==> src/rtl/comp_seq_ctrl.sv <==
// comp_seq_ctrl: bus-mapped compressor sequencer with stepped ramp, min-on/min-off timing and emergency stop
module comp_seq_ctrl #(
  parameter logic [31:0] BASE_ADDR      = 32'h0300_0020,
  parameter logic [31:0] STEP_CYCLES    = 32'd25_000_000,
  parameter logic [31:0] MIN_OFF_CYCLES = 32'd1_500_000_000,
  parameter logic [31:0] MIN_ON_CYCLES  = 32'd1_500_000_000
) (
  input  logic        clk,
  input  logic        resetn,
  input  logic        iomem_valid,
  output logic        iomem_ready,
  input  logic [31:0] iomem_addr,
  input  logic [31:0] iomem_wdata,
  input  logic [3:0]  iomem_wstrb,
  output logic [31:0] iomem_rdata,
  input  logic        estop,
  output logic [3:0]  comp_drive
);
  typedef enum logic [1:0] {IDLE = 2'd0, RAMP = 2'd1, RUN = 2'd2, LOCKOUT = 2'd3} state_t;
  state_t      state;
  logic [3:0]  target;
  logic [3:0]  eff_target;
  logic        enable;
  logic        fault;
  logic        on_met;
  logic        sel_t;
  logic        sel_s;
  logic        sel_c;
  logic        step_due;
  logic        step_ok;
  logic [31:0] step_cnt;
  logic [31:0] on_cnt;
  logic [31:0] off_cnt;
  logic        unused_bits;
  assign unused_bits = ^{iomem_wdata[31:4], iomem_wstrb[3:1]};
  assign sel_t       = iomem_valid && iomem_addr == BASE_ADDR;
  assign sel_s       = iomem_valid && iomem_addr == BASE_ADDR + 32'h4;
  assign sel_c       = iomem_valid && iomem_addr == BASE_ADDR + 32'h8;
  assign iomem_ready = sel_t || sel_s || sel_c;
  assign eff_target  = (enable && !fault) ? target : 4'd0;
  assign on_met      = on_cnt >= MIN_ON_CYCLES;
  assign step_due    = step_cnt >= STEP_CYCLES - 32'd1;
  // the final 1->0 step must wait for the minimum on-time
  assign step_ok     = on_met || !(comp_drive == 4'd1 && eff_target == 4'd0);
  // read mux: only read cycles to a mapped register return data
  always_comb begin
    iomem_rdata = 32'd0;
    if (iomem_wstrb == 4'd0)
      iomem_rdata = sel_t ? {28'd0, target} :
                    sel_s ? {23'd0, fault, on_met, 1'b0, state, comp_drive} :
                    sel_c ? {31'd0, enable} : 32'd0;
  end
  // register writes, on-time counter and the sequencing FSM; estop overrides everything
  always_ff @(posedge clk or negedge resetn) begin
    if (!resetn) begin
      state      <= LOCKOUT;
      comp_drive <= 4'd0;
      target     <= 4'd0;
      enable     <= 1'b0;
      fault      <= 1'b0;
      step_cnt   <= 32'd0;
      on_cnt     <= 32'd0;
      off_cnt    <= 32'd0;
    end else begin
      if (sel_t && iomem_wstrb[0]) target <= iomem_wdata[3:0];
      if (sel_c && iomem_wstrb[0]) enable <= iomem_wdata[0];
      if (sel_c && iomem_wstrb[0] && iomem_wdata[1] && !estop) fault <= 1'b0;
      if (comp_drive != 4'd0 && on_cnt != 32'hFFFF_FFFF) on_cnt <= on_cnt + 32'd1;
      if (estop) begin
        fault      <= 1'b1;
        comp_drive <= 4'd0;
        state      <= LOCKOUT;
        off_cnt    <= 32'd0;
      end else begin
        case (state)
          IDLE: if (eff_target != 4'd0) begin
            state    <= RAMP;
            step_cnt <= 32'd0;
          end
          RAMP: if (comp_drive == eff_target) begin
            state   <= (eff_target == 4'd0) ? LOCKOUT : RUN;
            off_cnt <= 32'd0;
          end else if (step_due && step_ok) begin
            comp_drive <= (eff_target > comp_drive) ? comp_drive + 4'd1 : comp_drive - 4'd1;
            step_cnt   <= 32'd0;
            if (comp_drive == 4'd0) on_cnt <= 32'd0;
          end else if (!step_due) begin
            step_cnt <= step_cnt + 32'd1;
          end
          RUN: if (eff_target != comp_drive) begin
            state    <= RAMP;
            step_cnt <= 32'd0;
          end
          LOCKOUT: if (off_cnt >= MIN_OFF_CYCLES - 32'd1) state <= IDLE;
                   else off_cnt <= off_cnt + 32'd1;
          default: state <= LOCKOUT;
        endcase
      end
    end
  end
endmodule

==> config.mk <==
export PLATFORM = sky130hd
export DESIGN_NAME = comp_seq_ctrl
export DESIGN_NICKNAME = d
export VERILOG_FILES = /design/src/rtl/comp_seq_ctrl.sv
export SDC_FILE = /design/constraint.sdc
export NUM_CORES = 1
export LEC_CHECK = 0
export BUFFER_PORTS_ARGS = -buffer_cell sky130_fd_sc_hd__buf_4
export CORE_UTILIZATION = 35
export CTS_CLUSTER_DIAMETER = 80
export DETAILED_ROUTE_END_ITERATION = 10
export PLACE_DENSITY = 0.56
export SETUP_SLACK_MARGIN = 0.4
export SYNTH_ARGS = -nofsm -noshare
export SYNTH_HDL_FRONTEND = slang
export SYNTH_SLANG_ARGS = --single-unit
==> constraint.sdc <==
create_clock -name clk -period 3.05 [get_ports clk]
set_input_delay 0.61 -clock clk [delete_from_list [all_inputs] [get_ports clk]]
set_output_delay 0.61 -clock clk [all_outputs]
set_load 0.01 [all_outputs]
Yosys cells after proc, flatten, opt, wreduce, memory -nomap -nowiden

Cells that the tools add are included.

Add/subtract/negate cells: 5
$lt $le $gt $ge: 4
Equality and inequality tests: 20
Mux-type cells: 35
Bitwise gates (word level): 1
Reduce and logical (&&, ||, !) cells: 32

Operator list:

| cell                    | number |
|---|---|
| $mux W32                | 14 |
| $add A32 B1 Y32 const B | 3 |
| $eq A32 B26 Y1 const B  | 3 |
| $pmux W32 S3            | 1 |
| $ge A32 B31 Y1 const B  | 2 |
| $pmux W32 S2            | 1 |
| $ge A32 B25 Y1 const B  | 1 |
| $ne A32 B32 Y1 const B  | 1 |
| $mux W9                 | 3 |
| $mux W4                 | 6 |
| $ne A3 B3 Y1 const B    | 6 |
| $logic_not A4 Y1        | 3 |
| $logic_and A1 B1 Y1     | 11 |
| $mux W2                 | 5 |
| $ne A2 B2 Y1 const B    | 4 |
| $pmux W2 S4             | 1 |
| $reduce_bool A4 Y1      | 2 |
| $reduce_and A3 Y1       | 2 |
| $reduce_and A6 Y1       | 1 |
| $reduce_bool A2 Y1      | 3 |
| $reduce_bool A3 Y1      | 2 |
| $add A4 B1 Y4 const B   | 1 |
| $eq A2 B2 Y1 const B    | 2 |
| $eq A4 B1 Y1 const B    | 1 |
| other kinds (11)        | 18 |

Register bits after elaboration: 108
Input port bits: 72

Depth between registers and ports, before layout

Depth in word-level cells: 12
Depth in mapped cells: 12

Least setup slack after synthesis

OpenSTA, ideal clock, no wires.

Path type: reg2reg
Start: register enable
End: register off_cnt[25]
Setup time: 0.132 ns
Arrival time: 2.563 ns
Data required time: 2.918 ns
Slack: 0.355 ns
Stages on the path, launching flop included: 12
Clock period less this slack: 2.695 ns
Cells stage by stage: dfrtp_1 nor2b_1 and2_1 ha_1 nand4_1 o21ai_1 nor2b_1 a21oi_2 clkbuf_1 nand4_1 xor2_1 nor2_1

Longest elaborated chain between the ends: 5

Ends and longest elaborated chain:

| what                        | RTL line | text |
|---|---|---|
| start, declared             | 23       | `logic enable;` |
| start signal, assigned      | 66       | `if (sel_c && iomem_wstrb[0]) enable <= iomem_wdata[0];` |
| $logic_and A1 B1 Y1         | 40       | `assign eff_target = (enable && !fault) ? target : 4'd0;` |
| $mux W4                     | 40       |  |
| $eq A4 B4 Y1                | 80       | `RAMP: if (comp_drive == eff_target) begin` |
| $ne A3 B3 Y1 (no line)      | --       |  |
| $reduce_and A3 Y1 (no line) | --       |  |
| end signal, assigned        | 95       | `else off_cnt <= off_cnt + 32'd1;` |
| end, declared               | 33       | `logic [31:0] off_cnt;` |

Every way passes these cells.
A chain may end at the register's enable or synchronous reset.

Final worst setup path

Start: register on_cnt[26]
End: output iomem_rdata[7]

Longest elaborated chain between the ends: 4

Ends and longest elaborated chain:

| what                   | RTL line | text |
|---|---|---|
| start, declared        | 32       | `logic [31:0] on_cnt;` |
| start signal, assigned | 68       | `if (comp_drive != 4'd0 && on_cnt != 32'hFFFF_FFFF) on_cnt <= on_cnt + 32'd1;` |
| $ge A32 B31 Y1         | 41       | `assign on_met = on_cnt >= MIN_ON_CYCLES;` |
| $mux W9                | 50       | `sel_s ? {23'd0, fault, on_met, 1'b0, state, comp_drive} :` |
| $mux W9                | 49       | `iomem_rdata = sel_t ? {28'd0, target} :` |
| $mux W9                | 48       | `if (iomem_wstrb == 4'd0)` |
| end, declared          | 15       | `output logic [31:0] iomem_rdata,` |

Every way passes these cells.

==> results.yml <==
final_layout:
  syn_to_final_growth_pct: 18.4
  multi_input_area_sq_um: 3560
  nNetsFinal: 878
  drive_gt1_share_pct: 17.5
  fillers: 1790
  diodes: 0
  regArea_sq_um: 2710
power:
  p_per_area_nw_per_um2: 402
  p_switching_mw: 0.831
  seqPwrFrac_pct: 51.7
  power_frac_comb_pct: 10.4
  clkPwrFrac_pct: 37.9
  switching_share_pct: 27.2
  static-leakage-power_nw: 3.27
  finalPower_mw: 3.05
  internal_power_mw: 2.22
  ir_worst_vdd_mv: 0.231
global_routing:
  grt.total_usage_pct: 15.9
  grt_max_degree: 67
  antenna_found_initial: 0
  grt_pass1_wl_um: 23800
  gr-total-overflow: 0
  grt_pass1_vias: 4838
clock_network:
  cts_buffers: 9
  clock_sinks: 108
  tritoncts: "done"
  clock-root-buffer: "clkbuf_16"
  cts_max_level: 3
  cts.reportedPaths.clkPinSlew_ns: 0.08
  cts_buffer_depth: 2
  clk-insertion-delay-late_ns: 0.35
  hold_buffers: 0
routing:
  vias: 5346
  drc_errors: 2
  routed_wl_um: 14600
  first_iter_violations: 302
  routedWlPerCell_um: 14.2
  firstDrtPassIters: 8
  antenna_left: 0
  avgViaCountPerCell: 5.20
floorplanning:
  pin_count: 109
  fp.dieArea_sq_um: 18900
  core_area_sq_um: 18000
  die_h_um: 137
  start_util_pct: 35.7
  rows: 49
  die_x_um: 137
timing:
  finalHoldViolations: 0
  timing.final.max_slew_violations: 0
  setup_viol: 0
  worst_slew_pin_slew_ns: 0.657
  finClkSkew_ns: 0.00871
  holdWs_ns: 0.252
  fmax_mhz: 382
  maxSlewHeadroom_pct: 55.8
  rsz0062_at_grt: "yes"
  min_period_over_period_pct: 85.8
  worst_slack_ns: 0.434
  period_needed_ns: 2.62
  setup_tns_ns: 0
logic_synthesis:
  ys_ff_latch: 108
  synth_cell_types: 57
  netlist_area_sq_um: 6420
  syn_inst: 728
  yosys.area.top_type: "dfrtp_1"
  yosysTopAreaCellShare_pct: 41.3
  synthArstFlopShare_pct: 100
  ys.flop_type: "dfrtp_1"
  synth_most_common_cell: "dfrtp_1"
  synthTopCellsByArea: "dfrtp_1 (41%), nor2_1 (5.6%), xor2_1 (4.9%), nand2_1 (3.9%), nand3_1 (3.5%)"
  ys_seq_area_share_pct: 42.2
  synth_edf_count: 0
  yosysWarnings: 0
  synth.avg_cell_area_sq_um: 8.82
  synth_common_cells: "dfrtp_1 (106), nor2_1 (96), nand2_1 (66)"
worst_setup_path:
  worstPathArrival_ns: 2.01
  critPathMaxFanout: 4
  worstSetupPathType: "flop to primary output"
  cp-start-kind: "flop"
  critPathCaptureType: "primary output"
  crit_start: "on_cnt[26]"
  rr_startpoint: "on_cnt[14]"
  required_ns: 2.44
status:
  violations: "design-rule violations"
  outcome: "finished, violations left"
placed_design:
  gp_congestion: 0.801
  port-buffer-count: 56
  place_hpwl_um: 9840
  pre_cts_ws_ns: 0.195
job:
  max-cap-violations: 0
min_path:
  hold_class: "primary input to asynchronous set/reset pin"
## registers in the layout (all words and copies together), names as in the netlist
| name | cells |
|---|---|
| enable | 1 |
| target | 4 |
| state | 2 |
| fault | 1 |
| step_cnt | 32 |
| off_cnt | 32 |
| on_cnt | 32 |
| comp_drive | 4 |
## power groups by stage
stage	combinational [mW]	sequential [mW]	clock, mW
6_report	0.317	1.58	1.16
5_1_grt	0.360	1.59	1.24
4_1_cts	0.307	1.57	1.19
3_5_place_dp	0.302	1.60	0
3_3_place_gp	0.296	1.60	0
2_1_floorplan	0.210	1.58	0
## worst max-delay path: stages, from the launching register on
cell and delay, ns:
dfrtp_1 0.40, nor3_1 0.08, or4_4 0.53, a211oi_4 0.28, nor3_2 0.09, nor2_2 0.14, buf_6 0.12
## routing by layer
metal / GRT usage, % / vias to the layer above / wire, um
met4: 4.09 / 0 / 127
met1: 22.5 / 2546 / 7300
met5: 0 / - / 0
met3: 3.13 / 7 / 595
met2: 24.5 / 130 / 6600
li1: - / 2663 / -
## cells by family after synthesis
logic type | share of synthesized area [%]
xor gates and xnor gates | 7.51
and+or+nand+nor | 28.5
other | 0.0584
buffers and inverters | 6.12
DFF | 42.2
AOI/OAI and AO/OA | 10.8
muxes | 2.59
adders and majority gates | 2.34
## stage by stage
step	util, %	std cells	instance area [sq um]
after CTS	41.4	1024	7430
after global placement	39.5	1004	7090
after floorplan	-	751	6510
after global routing	42.3	1028	7600
final	42.3	1028	7600
after detailed placement	39.5	1004	7090
## cell usage in the layout, fill, tap and decap left out, drive strengths merged, types with 25 or more instances in the layout
cell type and count:
dfrtp 106, nand4 26, nand3 45, a31oi 26
and3 27, xor2 36, nor2 96, nand2 66
nor3 30, o21ai 25, buf 83
## path summary, 6_finish.rpt
path	to	slack [ns]	cells past startpoint
max	iomem_rdata[7]	0.43	6
min	step_cnt[8]	0.25	1
max reg2reg	step_cnt[30]	0.51	8
min reg2reg	step_cnt[3]	0.50	1
max in group asynchronous	on_cnt[15]	1.99	2
min in group clk	target[3]	0.49	2
## layout make-up
class                   count  area share (%)
clock buffers              10            3.15
clock inverters             6           0.626
well taps                 229            3.77
repair buffers             83            8.84
flip-flops and latches    108            35.6
inverters                  22            1.09
multi-input cells         570            46.9
## repair_timing
action / CTS / global route
resized for setup: 9 / 27
pin swaps: 3 / 7
buffers inserted: 4 / 4
setup endpoints to repair: 47 / 81
Note: power is estimated with default switching activity, not from simulation.
